`config.mk`:
```
export PLATFORM = sky130hd
export DESIGN_NAME = fetch_unit_flat
export DESIGN_NICKNAME = d
export VERILOG_FILES = /design/src/rtl/mips_pkg.sv /design/src/rtl/fetch_unit_if.sv /design/src/rtl/fetch_unit_pc_reg.sv /design/src/rtl/fetch_unit.sv /design/src/flat_wrapper.sv
export SDC_FILE = /design/constraint.sdc
export NUM_CORES = 1
export LEC_CHECK = 0
export CORE_MARGIN = 2
export CORE_UTILIZATION = 38
export DETAILED_ROUTE_END_ITERATION = 8
export PLACE_DENSITY = 0.84
export SETUP_SLACK_MARGIN = 0.4
export SKIP_LAST_GASP = 1
export SLEW_MARGIN = 30
export SYNTH_ARGS = -nofsm -noshare
export SYNTH_HDL_FRONTEND = slang
export SYNTH_SLANG_ARGS = --single-unit
```
`constraint.sdc`:
```
create_clock -name clk -period 1.8 [get_ports clk]
set_input_delay 0.54 -clock clk [delete_from_list [all_inputs] [get_ports clk]]
set_output_delay 0.54 -clock clk [all_outputs]
set_load 0.1 [all_outputs]
```
`src/rtl/mips_pkg.sv`:
```
// ---------------------------------------------------------------------------
// mips_pkg
// Shared definitions for the instruction-fetch front end of mips_cpu:
//   fetch_state_t    - fetch FSM state encoding
//   NOP_INSTR        - instruction presented to the core out of reset
//   DEFAULT_RESET_PC - default PC loaded on reset
//   is_word_aligned  - helper that tests the two low address bits
// ---------------------------------------------------------------------------
package mips_pkg;

  typedef enum logic [1:0] {
    IDLE = 2'd0,
    REQ  = 2'd1,
    EXEC = 2'd2,
    HALT = 2'd3
  } fetch_state_t;

  localparam logic [31:0] NOP_INSTR        = 32'h0000_0000;
  localparam logic [31:0] DEFAULT_RESET_PC = 32'h0000_0000;

  function automatic logic is_word_aligned(input logic [31:0] addr);
    return (addr[1:0] == 2'b00);
  endfunction

endpackage

```
`src/rtl/fetch_unit_if.sv`:
```
// ---------------------------------------------------------------------------
// fetch_unit_if
// Instruction-memory req/ack bus between fetch_unit and the instruction memory.
//   imem_req   - read request, held stable until acknowledged
//   imem_addr  - word address of the requested instruction
//   imem_ack   - read data valid
//   imem_rdata - read data
// Modports: master (fetch side), slave (memory side).
// ---------------------------------------------------------------------------
interface fetch_unit_if;

  logic        imem_req;
  logic [31:0] imem_addr;
  logic        imem_ack;
  logic [31:0] imem_rdata;

  modport master (
    output imem_req,
    output imem_addr,
    input  imem_ack,
    input  imem_rdata
  );

  modport slave (
    input  imem_req,
    input  imem_addr,
    output imem_ack,
    output imem_rdata
  );

endinterface

```
`src/rtl/fetch_unit_pc_reg.sv`:
```
// ---------------------------------------------------------------------------
// pc_reg
// 32-bit program-counter register with load enable.
//   clk   - clock
//   rst_n - asynchronous active-low reset, loads RESET_VAL
//   load  - when high, q takes d on the rising edge
//   d     - next value
//   q     - current value
// ---------------------------------------------------------------------------
module pc_reg #(
  parameter logic [31:0] RESET_VAL = 32'h0000_0000
) (
  input  logic        clk,
  input  logic        rst_n,
  input  logic        load,
  input  logic [31:0] d,
  output logic [31:0] q
);

  always_ff @(posedge clk or negedge rst_n) begin
    if (!rst_n) begin
      q <= RESET_VAL;
    end else if (load) begin
      q <= d;
    end
  end

endmodule

```
`src/rtl/fetch_unit.sv`:
```
// ---------------------------------------------------------------------------
// fetch_unit
// Instruction-fetch stage in front of the single-cycle mips_cpu. Owns the PC,
// fetches one instruction per trip through REQ/EXEC and emits a one-cycle
// commit pulse that gates the core's write enables.
//   clk       - clock
//   rst_n     - asynchronous active-low reset
//   pc        - current PC to the core
//   pc_new    - next PC computed by the core
//   instr     - latched instruction to the core
//   commit    - high during the single execute cycle of an instruction
//   stall     - external hold, blocks commit while in EXEC
//   imem      - instruction memory req/ack bus (master side)
//   fetch_err - sticky error: fetch timeout or misaligned pc_new
//   retired   - number of committed instructions (wraps)
// ---------------------------------------------------------------------------
module fetch_unit
  import mips_pkg::*;
#(
  parameter logic [31:0] RESET_PC = DEFAULT_RESET_PC,
  parameter int unsigned MAX_WAIT = 15
) (
  input  logic        clk,
  input  logic        rst_n,
  output logic [31:0] pc,
  input  logic [31:0] pc_new,
  output logic [31:0] instr,
  output logic        commit,
  input  logic        stall,
  fetch_unit_if.master imem,
  output logic        fetch_err,
  output logic [31:0] retired
);

  // Last REQ cycle index in which an ack is still accepted; no ack here times out.
  localparam logic [7:0] WAIT_LAST = 8'(MAX_WAIT - 1);

  fetch_state_t state_q;
  fetch_state_t state_d;
  logic [7:0]   wait_cnt;
  logic [31:0]  retired_cnt;
  logic         pc_aligned;
  logic         pc_load;

  assign pc_aligned = is_word_aligned(pc_new);
  // A misaligned target still commits the faulting instruction, but the PC holds.
  assign pc_load    = commit && pc_aligned;
  assign retired    = retired_cnt;

  pc_reg #(
    .RESET_VAL (RESET_PC)
  ) u_pc_reg (
    .clk   (clk),
    .rst_n (rst_n),
    .load  (pc_load),
    .d     (pc_new),
    .q     (pc)
  );

  // State register
  always_ff @(posedge clk or negedge rst_n) begin
    if (!rst_n) begin
      state_q <= IDLE;
    end else begin
      state_q <= state_d;
    end
  end

  // Next-state logic
  always_comb begin
    state_d = state_q;
    case (state_q)
      IDLE: state_d = REQ;
      REQ: begin
        if (imem.imem_ack) begin
          state_d = EXEC;
        end else if (wait_cnt == WAIT_LAST) begin
          state_d = HALT;
        end
      end
      EXEC: begin
        if (!stall) begin
          state_d = pc_aligned ? REQ : HALT;
        end
      end
      HALT: state_d = HALT;
      default: state_d = IDLE;
    endcase
  end

  // Output decode: registered state only, plus the stall -> commit path
  always_comb begin
    imem.imem_req  = (state_q == REQ);
    imem.imem_addr = pc;
    commit         = (state_q == EXEC) && !stall;
  end

  // Instruction latch, wait counter, error flag and retire counter
  always_ff @(posedge clk or negedge rst_n) begin
    if (!rst_n) begin
      instr       <= NOP_INSTR;
      wait_cnt    <= 8'd0;
      fetch_err   <= 1'b0;
      retired_cnt <= 32'd0;
    end else begin
      case (state_q)
        REQ: begin
          if (imem.imem_ack) begin
            instr    <= imem.imem_rdata;
            wait_cnt <= 8'd0;
          end else begin
            wait_cnt <= wait_cnt + 8'd1;
            if (wait_cnt == WAIT_LAST) begin
              fetch_err <= 1'b1;
            end
          end
        end
        EXEC: begin
          if (commit) begin
            retired_cnt <= retired_cnt + 32'd1;
            if (!pc_aligned) begin
              fetch_err <= 1'b1;
            end
          end
        end
        default: ;
      endcase
    end
  end

endmodule

```
`src/flat_wrapper.sv`:
```
// flat-port wrapper written by rule: the top's interface ports become plain ports
module fetch_unit_flat import mips_pkg::*;
#(
  parameter logic [31:0] RESET_PC = DEFAULT_RESET_PC,
  parameter int unsigned MAX_WAIT = 15
)
  (clk, rst_n, pc, pc_new, instr, commit, stall, fetch_err, retired, imem_imem_req, imem_imem_addr, imem_imem_ack, imem_imem_rdata);
  fetch_unit_if imem_i ();
  input  logic clk;
  input  logic rst_n;
  output logic [31:0] pc;
  input  logic [31:0] pc_new;
  output logic [31:0] instr;
  output logic commit;
  input  logic stall;
  output logic fetch_err;
  output logic [31:0] retired;
  output wire logic [$bits(imem_i.imem_req)-1:0] imem_imem_req;
  output wire logic [$bits(imem_i.imem_addr)-1:0] imem_imem_addr;
  input wire logic [$bits(imem_i.imem_ack)-1:0] imem_imem_ack;
  input wire logic [$bits(imem_i.imem_rdata)-1:0] imem_imem_rdata;
  assign imem_imem_req = imem_i.imem_req;
  assign imem_imem_addr = imem_i.imem_addr;
  assign imem_i.imem_ack = imem_imem_ack;
  assign imem_i.imem_rdata = imem_imem_rdata;
  fetch_unit #(.RESET_PC(RESET_PC), .MAX_WAIT(MAX_WAIT)) u_core (.clk(clk), .rst_n(rst_n), .pc(pc), .pc_new(pc_new), .instr(instr), .commit(commit), .stall(stall), .imem(imem_i), .fetch_err(fetch_err), .retired(retired));
endmodule
```
==> results by group <==
Setup path
  • Required time at the endpoint of the critical path: 2.06 ns
  • Launch point of the worst path: u_core.retired[13]
  • Critical path cell sequence: nand4_1 -> or4_4 -> buf_6 -> nor4_4 -> xor2_1
  • Kind of critical path: flop to flop
  • Critical-path maximum fanout: 7
  • CP top delay family: simple AND/OR/NAND/NOR gates
  • Critical Path Max Stage Delay: 0.63 ns
  • Critical path launch point type: flop
  • Critical-path top delay cell: sky130_fd_sc_hd__or4_4
  • Number of buffers and inverters on the critical path: 1
  • Arrival time of the worst setup path: 2.15 ns
  • Capturing element type of the critical path: flop
  • Critical R2R Launch: u_core.retired[13]

Logic synthesis
  • Cells after Synth: 367
  • Dominant cell by count in the synthesized netlist: sky130_fd_sc_hd__dfrtp_1
  • Seq/Total Area, Yosys: 57.7%
  • Async S/R FF share, synth: 100%
  • Adder-Cell Fraction of Synth Area: 0.809%
  • Complex-gate fraction of the synthesized area: 1.78%
  • Share of Yosys cell area claimed by the top area cell type: 57.7%
  • Number of flops mapped to enable cells by yosys: 0
  • Top cells by area in the synthesized netlist: sky130_fd_sc_hd__dfrtp_1 (58%), sky130_fd_sc_hd__mux2_2 (16%), sky130_fd_sc_hd__buf_4 (5.2%)
  • Synthesized area: 4640 um2
  • Syn_nets: 438
  • Yosys top cell by area: sky130_fd_sc_hd__dfrtp_1
  • Synth Warn #: 0
  • Top cells by instance count after synthesis: sky130_fd_sc_hd__dfrtp_1 (107), sky130_fd_sc_hd__mux2_2 (64), sky130_fd_sc_hd__buf_4 (32)
  • Dominant combinational cell family by area after synthesis: multiplexers
  • Count of cell types in the netlist: 35
  • Most instantiated flip-flop cell in the synthesis netlist: sky130_fd_sc_hd__dfrtp_1
  • Share of synthesized area spent on multiplexers: 15.7%
  • Yosys reg bits: 107
  • Synth Area in Simple Gates: 10.4%
  • Fraction of synthesized cell area in xor and xnor cells: 6.23%
  • Mean instance size in the synthesized netlist: 12.6 um2

Floorplanning
  • Starting Density: 38.8%
  • Vertical die dimension: 115 um
  • Die area: 13,100 um2
  • Die Span X: 115 um
  • Core area: 12,000 um2
  • Ports placed on the boundary: 199
  • Cell row count: 40

Placed design
  • Total placed instance area: 8510 um2
  • Count of port buffers added during placement: 198
  • Post-DP HPWL: 10,100 um
  • Routability Congestion: 0.834
  • Post-Place Worst Slack: -0.426 ns

Pwr
  • Cell-internal power: 3650 uW
  • VDD IR-drop max: 380 uV
  • Relative contribution of the clock network to total power: 43.0%
  • Sequential group share of total power: 52.2%
  • Fraction of power spent switching nets: 20.6%
  • Part of the total power dissipated in combinational logic: 4.8%
  • Power density over the cells: 456 nW/um2
  • Leak pwr: 0.00462 uW
  • Net switching power: 947 uW

Detailed routing
  • Wire per inst: 21.2 um
  • Total Wirelength: 16,900 um
  • Number of DRC markers after the initial detailed-route iteration: 253
  • Count of unresolved DRC violations after routing: 0
  • Number of nets still failing antenna checks after routing: 0
  • Via density per instance: 5.19
  • Routed via count: 4,140
  • Detailed-router iteration count before antenna repair: 5

Finish
  • Share of cells above drive strength 1: 70.2%
  • Final design area excluding fillers: 10,100 um2
  • Number of nets at the end of the flow: 717
  • Number of diodes: 0
  • Utilization after layout: 84.3%
  • Area overhead of the layout relative to synthesis: 117%

Status
  • Failing checks: setup timing
  • Outcome: complete, but fails checks

STA
  • Final Cycle Share: 105%
  • Number of pins with negative max-slew slack in the final report: 0
  • Relative slew slack: 74.1%
  • Endpoints failing hold: 0
  • Post-route setup TNS: -0.849 ns
  • Final-report setup violation count: 38
  • RSZ-0062 raised after global routing: true
  • Setup Skew: 0.00756 ns
  • Min Tclk post-route: 1.89 ns
  • Worst setup slack after layout: -0.0892 ns
  • Transition time of the tightest slew-check pin: 0.386 ns
  • Max Freq: 529 MHz

Clock network
  • Root cell of the clock tree: sky130_fd_sc_hd__clkbuf_16
  • Number of buffers added by the clock tree synthesis step: 9
  • Total of hold buffers inserted after clock tree synthesis: 0
  • Clock net sink count: 107
  • Clock tree from TritonCTS: done
  • Clock insertion delay at the later pin of the skew report: 0.34 ns
  • Register clock-pin slew on the reported worst setup and hold paths: 0.07 ns
  • Number of buffers on the longest clock path: 2
  • H-tree depth reported by CTS: 3

Global route
  • Initial antenna violation count: 0
  • First-pass GRT wire length: 24,100 um
  • Overflow after GRT: 0
  • Via count of the first global-routing pass: 4,297
  • Pin count of the biggest net entering global routing: 60
  • Combined global-route utilization of all metal layers: 24.2%

Worst hold path
  • Tightest Hold Check Type: input pin to asynchronous set/reset pin

Flow run
  • Max Cap Viol: 0
==> logic make-up after synthesis <==
kind of cell,Yosys count
flops,107
simple gates,89
mux,65
buf+inv,56
xor+xnor,33
compound gates,14
fa+ha+maj,3
==> path summary, 6_finish.rpt <==
check	to	slack (ns)	cells after the start
max	u_core.retired[24]	-0.09	5
min	u_core.instr[25]	0.19	2
max reg2reg	u_core.retired[24]	-0.09	5
min reg2reg	u_core.fetch_err	0.52	1
max in group asynchronous	u_core.u_pc_reg.q[29]	1.27	2
min in group clk	u_core.fetch_err	0.52	1
==> sequential cells by signal, summed over array words and instances (netlist names) <==
name               flops
u_core.instr          32
u_core.retired        32
u_core.u_pc_reg.q     32
u_core.wait_cnt        8
u_core.state_q         2
u_core.fetch_err       1
==> cells in the final DEF (no fill, tap or decap), types with 5 or more instances in the layout <==
master	count
sky130_fd_sc_hd__buf_12	142
sky130_fd_sc_hd__buf_16	6
sky130_fd_sc_hd__buf_4	70
sky130_fd_sc_hd__buf_6	28
sky130_fd_sc_hd__clkbuf_16	9
sky130_fd_sc_hd__clkdlybuf4s50_1	63
sky130_fd_sc_hd__dfrtp_1	30
sky130_fd_sc_hd__dfrtp_2	26
sky130_fd_sc_hd__dfrtp_4	51
sky130_fd_sc_hd__inv_1	8
sky130_fd_sc_hd__mux2_2	36
sky130_fd_sc_hd__mux2_4	28
sky130_fd_sc_hd__nand2_1	18
sky130_fd_sc_hd__nand3_1	5
sky130_fd_sc_hd__nand4_1	11
sky130_fd_sc_hd__nor2_4	5
sky130_fd_sc_hd__nor3_4	10
sky130_fd_sc_hd__nor4_4	6
sky130_fd_sc_hd__o21ai_0	5
sky130_fd_sc_hd__xnor2_1	17
sky130_fd_sc_hd__xor2_1	16
==> power by group through the flow <==
stage	registers, uW	logic (uW)	clock network, uW
3_3_place_gp	2450	208	0
5_1_grt	2400	240	2100
3_5_place_dp	2450	216	0
6_report	2400	221	1980
2_1_floorplan	2450	2.90	0
4_1_cts	2400	219	2000
==> layer usage <==
layer  GRT usage (%)  wire length, um
met5               0                0
met4            8.46              600
met3            4.18              930
met2            44.7             9140
met1            28.2             6230
==> what timing repair did <==
action	4_1_cts	5_1_grt
cloned	7	0
pin swaps	19	14
setup buffers	36	38
gates resized for setup	52	70
endpoints found under the setup margin	232	230
hold endpoints to repair	0	0
==> stage by stage <==
stage | power [uW] | instances | hold slack, ns
after floorplan | 2450 | 367 | 0.244
after global placement | 2660 | 701 | 0.485
after detailed placement | 2670 | 701 | 0.495
after CTS | 4620 | 760 | 0.195
after global routing | 4740 | 798 | 0.221
final | 4600 | 798 | 0.188
==> layout make-up <==
cell class / instances / area (um2)
Timing Repair Buffer: 313 / 4520
Sequential cell: 107 / 2900
Multi-Input combinational cell: 205 / 2140
Fill cell: 542 / 1880
Clock buffer: 11 / 243
Tap cell: 147 / 184
Clock inverter: 5 / 52.6
Inverter: 10 / 41.3
(Power assumes the default switching activity.)
